## src/rtl/sram_port_arbiter.sv

```systemverilog
// Arbitrates the CPU fetch and load/store ports onto one single-port synchronous SRAM.
// One access is in flight at a time; reads wait RD_LAT cycles, writes finish in the issue cycle.
module sram_port_arbiter #(
  parameter int unsigned RD_LAT    = 1,
  parameter bit          DATA_PRIO = 1'b1
) (
  input  logic        clk,
  input  logic        rst,
  input  logic        inst_req,
  input  logic [31:0] inst_addr,
  output logic [31:0] inst_rdata,
  output logic        inst_stall,
  input  logic        data_req,
  input  logic [3:0]  data_wen,
  input  logic [31:0] data_addr,
  input  logic [31:0] data_wdata,
  output logic [31:0] data_rdata,
  output logic        data_stall,
  output logic        mem_en,
  output logic [3:0]  mem_wen,
  output logic [31:0] mem_addr,
  output logic [31:0] mem_wdata,
  input  logic [31:0] mem_rdata
);

  localparam int unsigned CNT_W = $clog2(RD_LAT + 1);

  typedef enum logic {IDLE, WAIT} state_e;
  typedef enum logic {GNT_INST = 1'b0, GNT_DATA = 1'b1} gnt_e;

  state_e           state_q, state_d;
  logic [CNT_W-1:0] cnt_q, cnt_d;
  gnt_e             gnt_q, gnt_d;
  gnt_e             last_gnt_q, last_gnt_d;
  logic [31:0]      inst_hold_q, inst_hold_d;
  logic [31:0]      data_hold_q, data_hold_d;

  gnt_e winner;
  logic inst_done;
  logic data_done;

  // Round-robin hands a simultaneous request to the side opposite the last grant.
  always_comb begin
    if (data_req && inst_req) begin
      winner = (DATA_PRIO || last_gnt_q == GNT_INST) ? GNT_DATA : GNT_INST;
    end else if (data_req) begin
      winner = GNT_DATA;
    end else begin
      winner = GNT_INST;
    end
  end

  always_comb begin
    // NOTE: every output and next-state value gets a default first so no path leaves one unassigned (no latches).
    state_d     = state_q;
    cnt_d       = cnt_q;
    gnt_d       = gnt_q;
    last_gnt_d  = last_gnt_q;
    inst_hold_d = inst_hold_q;
    data_hold_d = data_hold_q;
    mem_en      = 1'b0;
    mem_wen     = 4'b0000;
    mem_addr    = 32'h0;
    mem_wdata   = 32'h0;
    inst_rdata  = inst_hold_q;
    data_rdata  = data_hold_q;
    inst_done   = 1'b0;
    data_done   = 1'b0;

    unique case (state_q)
      IDLE: begin
        if (inst_req || data_req) begin
          mem_en     = 1'b1;
          last_gnt_d = winner;
          if (winner == GNT_DATA) begin
            mem_addr  = data_addr;
            mem_wen   = data_wen;
            mem_wdata = data_wdata;
          end else begin
            mem_addr  = inst_addr;
          end
          if (winner == GNT_DATA && data_wen != 4'b0000) begin
            data_done = 1'b1;
          end else begin
            state_d = WAIT;
            cnt_d   = CNT_W'(1);
            gnt_d   = winner;
          end
        end
      end
      WAIT: begin
        if (cnt_q == CNT_W'(RD_LAT)) begin
          state_d = IDLE;
          if (gnt_q == GNT_DATA) begin
            data_rdata  = mem_rdata;
            data_hold_d = mem_rdata;
            data_done   = 1'b1;
          end else begin
            inst_rdata  = mem_rdata;
            inst_hold_d = mem_rdata;
            inst_done   = 1'b1;
          end
        end else begin
          cnt_d = cnt_q + 1'b1;
        end
      end
      default: state_d = IDLE;
    endcase

    inst_stall = inst_req & ~inst_done;
    data_stall = data_req & ~data_done;

    // Reset silences the memory and both requesters; an in-flight read never reports done.
    if (rst) begin
      mem_en     = 1'b0;
      mem_wen    = 4'b0000;
      mem_addr   = 32'h0;
      mem_wdata  = 32'h0;
      inst_rdata = 32'h0;
      data_rdata = 32'h0;
      inst_stall = 1'b0;
      data_stall = 1'b0;
    end
  end

  // NOTE: state registers use non-blocking assignments so every flop samples pre-edge values.
  always_ff @(posedge clk) begin
    if (rst) begin
      state_q     <= IDLE;
      cnt_q       <= CNT_W'(1);
      gnt_q       <= GNT_INST;
      last_gnt_q  <= GNT_INST;
      inst_hold_q <= 32'h0;
      data_hold_q <= 32'h0;
    end else begin
      state_q     <= state_d;
      cnt_q       <= cnt_d;
      gnt_q       <= gnt_d;
      last_gnt_q  <= last_gnt_d;
      inst_hold_q <= inst_hold_d;
      data_hold_q <= data_hold_d;
    end
  end

endmodule

```

## config.mk

```make
export PLATFORM = sky130hd
export DESIGN_NAME = sram_port_arbiter
export DESIGN_NICKNAME = d
export VERILOG_FILES = /design/src/rtl/sram_port_arbiter.sv
export SDC_FILE = /design/constraint.sdc
export NUM_CORES = 1
export LEC_CHECK = 0
export CORE_AREA = 4 4 104 106
export CTS_CLUSTER_SIZE = 16
export DETAILED_ROUTE_END_ITERATION = 6
export DIE_AREA = 0 0 108 110
export DONT_BUFFER_PORTS = 1
export PLACE_DENSITY = 0.54
export SLEW_MARGIN = 25
export SYNTH_ARGS = -nofsm -noshare
export SYNTH_HDL_FRONTEND = slang
export SYNTH_SLANG_ARGS = --single-unit
```

## constraint.sdc

```tcl
create_clock -name clk -period 1.25 [get_ports clk]
set_clock_uncertainty 0.1 [all_clocks]
set_input_delay 0.25 -clock clk [delete_from_list [all_inputs] [get_ports clk]]
set_output_delay 0.25 -clock clk [all_outputs]
set_load 0.01 [all_outputs]
```

==> results.sh <==
export IMPL_crit_path_capture_type="primary output"
export IMPL_detail_route_wl_per_cell_um=24.73
export IMPL_layout_drive_gt1_share_pct=51.26
export IMPL_drt_iter0_drc=196
export IMPL_violations="hold timing, setup timing"
export IMPL_tritoncts_num_sinks=66
export IMPL_grt_pass1_wl_um=17610
export IMPL_numPortBuffers=0
export IMPL_timing_final_max_slew_violations=0
export IMPL_worst_ep_arrival_ns=1.55
export IMPL_timing_hold_ws_ns=-0.1204
export IMPL_drt_wl_total_um=14120
export IMPL_ios=271
export IMPL_power_switching_fraction_pct=28.39
export IMPL_critical_path_required_ns=0.90
export IMPL_commonest_cells_after_routing_fill_and_taps_aside="nand2_1, dfxtp_1, a21oi_4, and3_4, nor2_4"
export IMPL_area_growth_syn_to_layout_pct=66.22
export IMPL_internal_power_uw=3562
export IMPL_drt_drc_violations_left=0
export IMPL_die_area_um2=11880
export IMPL_detail_route_vias_per_cell=5.483
export IMPL_globalRouteMet2Util_pct=33.93
export IMPL_avgSynthCellArea_um2=7.311
export IMPL_drt_pass1_iterations=4
export IMPL_clkTransAtPathRegs_ns=0.08
export IMPL_timing_max_slew_rel_slack_pct=68.57
export IMPL_start_kind="flop"
export IMPL_p_leak_uw=0.001656
export IMPL_dp_cells=534
export IMPL_finalSetupViolCount=187
export IMPL_global_route_overflow_total=0
export IMPL_grt_start_max_net_pins=74
export IMPL_cap_violations=0
export IMPL_final_cells=571
export IMPL_clk_latency_ns=0.35
export IMPL_finalNetCount=566
export IMPL_hold_path_class="input pin to flop"
export IMPL_ys_ff_latch=66
export IMPL_mostFrequentLayoutCell="nand2_1"
export IMPL_antenna_found_initial=3
export IMPL_initial_core_util_pct=31.41
export IMPL_run_status="finished with violations"
export IMPL_criticalPathCategory="flop to primary output"
export IMPL_final_core_util_pct=52.21
export IMPL_numCtsBuffers=9
export IMPL_row_count=36
export IMPL_synth_seq_area_share_pct=43.03
export IMPL_worst_pin_slew_ns=0.4672
export IMPL_cts_tree="done"
export IMPL_cts_root_buf="clkbuf_8"
export IMPL_global_route_usage_met3_pct=8.037
export IMPL_grt_setup_unrepaired="true"
export IMPL_report_power_total_uw=4975
export IMPL_grt_util_all_layers_pct=20.35
export IMPL_power_share_combinational_pct=19.1
export IMPL_dr_total_vias=3131
export IMPL_fp_coreArea_um2=9774
export IMPL_power_sequential_fraction_pct=43.3
export IMPL_netSwitchingPower_uw=1412
export IMPL_grt_pass1_vias=2996
export IMPL_finalHoldViolations=59
export IMPL_clk_path_buf_depth=2
export IMPL_postLayoutSetupSlackWorst_ns=-0.6532
export IMPL_globalRoute_busiestLayer="met2"
export IMPL_synth_distinct_cells=23
export IMPL_clock_fmax_ghz=0.5254
export IMPL_grt_use_met1_pct=21.89
export IMPL_fin_crit_period_ns=1.903
export IMPL_syn_area_um2=3070
export IMPL_net_count_synth=556
export IMPL_fin_crit_sh_pct=152.3
export IMPL_worst_ir_drop_vdd_mv=0.7389
export IMPL_h_tree_depth=3
export IMPL_power_per_cell_area_nw_per_um2=974.7
export IMPL_postSynthCellCount=420
export IMPL_p_clk_share_pct=37.6
export IMPL_finalWeightedCongestion=0.7281
export IMPL_yosys_synthesis_warning_count=0
export IMPL_ant_nets=0
export IMPL_dpl_hpwl_um=9345
export IMPL_die_y_um=110
export IMPL_maximum_fanout_along_the_worst_path=6
export IMPL_die_wd_um=108
layer usage:
layer	part of all wire, %	up-vias
li1	-	1430
met1	36	1518
met2	52	158
met3	9.8	25
met4	2.9	0
met5	0	-
through the flow:
stage | hold WS, ns | setup slack [ns] | TNS [ns] | cell area (um2)
global route | -0.1654 | -0.7265 | -87.89 | 5104
detailed placement | 0.2407 | -0.2522 | -20.87 | 3796
finish | -0.1204 | -0.6532 | -75.58 | 5104
global placement | 0.2398 | -0.2647 | -18.93 | 3796
floorplan | 0.3216 | -0.1123 | -7.916 | 3651
CTS | -0.1551 | -0.6214 | -74.57 | 4638
worst max-delay path, stage by stage, from the launching register on:
cell and delay (ns):
dfxtp_2 0.34, and2b_4 0.38, buf_12 0.17, nand2_4 0.04
a21oi_2 0.14, buf_4 0.14
flip-flops by register name (all words and copies together), names as in the netlist:
register     cells
data_hold_q     32
inst_hold_q     32
gnt_q            1
state_q          1
cell usage after synthesis:
library cell | instances | area (um2)
nand2_1 | 133 | 499.2
nor3_1 | 1 | 5.000
buf_6 | 9 | 101.4
a22oi_1 | 32 | 240.2
inv_1 | 2 | 7.510
clkbuf_2 | 2 | 10.01
nand3_1 | 1 | 5.000
clkbuf_1 | 8 | 30.03
buf_1 | 3 | 11.26
o21ai_1 | 1 | 5.000
nor2_1 | 35 | 131.4
buf_2 | 16 | 80.08
a21oi_1 | 64 | 320.3
buf_4 | 4 | 30.03
or2_1 | 1 | 6.260
and3_1 | 36 | 225.2
and2b_1 | 1 | 7.510
nor2b_1 | 1 | 6.260
and2_1 | 1 | 6.260
o311ai_0 | 1 | 8.760
nand2b_1 | 1 | 6.260
dfxtp_1 | 66 | 1321
nor4_1 | 1 | 6.260
kinds of logic (layout without fill, tap and decap cells):
group	Yosys count	in the layout	synth area share (%)
and+or+nand+nor	212	212	29.46
other	0	3	0
buffers and inverters	44	59	8.802
AOI/OAI and AO/OA	98	98	18.70
DFF	66	66	43.03
worst paths after layout:
kind | cells after the start | end | slack, ns | from
min | 1 | data_hold_q[2] | -0.12 | rst
max | 5 | inst_rdata[31] | -0.65 | gnt_q
min reg2reg | 2 | data_hold_q[3] | 0.39 | data_hold_q[3]
max reg2reg | 5 | inst_hold_q[31] | -0.12 | gnt_q
area by class of cell:
| type | count | area [um2] |
|---|---|---|
| antenna | 3 | 7.507 |
| clock buffer | 10 | 137.6 |
| clock inverter | 6 | 66.31 |
| fill | 846 | 4671 |
| inverter | 2 | 7.507 |
| multi-input combinational | 310 | 2700 |
| sequential | 66 | 1326 |
| tap | 133 | 166.4 |
| timing repair buffer | 41 | 691.9 |
timing repair:
item | CTS | global route
setup buffers | 3 | 5
gates resized for setup | 107 | 53
setup endpoints to repair | 197 | 201
cloned | 6 | 5
hold endpoints to repair | 62 | 60
pin swaps | 42 | 50
power by group through the flow:
stage | Sequential [uW] | Combinational [uW] | Clock, uW
3_3_place_gp | 2200 | 576 | 0
6_report | 2160 | 950 | 1870
4_1_cts | 2160 | 847 | 1920
5_1_grt | 2160 | 999 | 2000
3_5_place_dp | 2210 | 581 | 0
2_1_floorplan | 2200 | 553 | 0
Power figures use the tool's default switching activity.
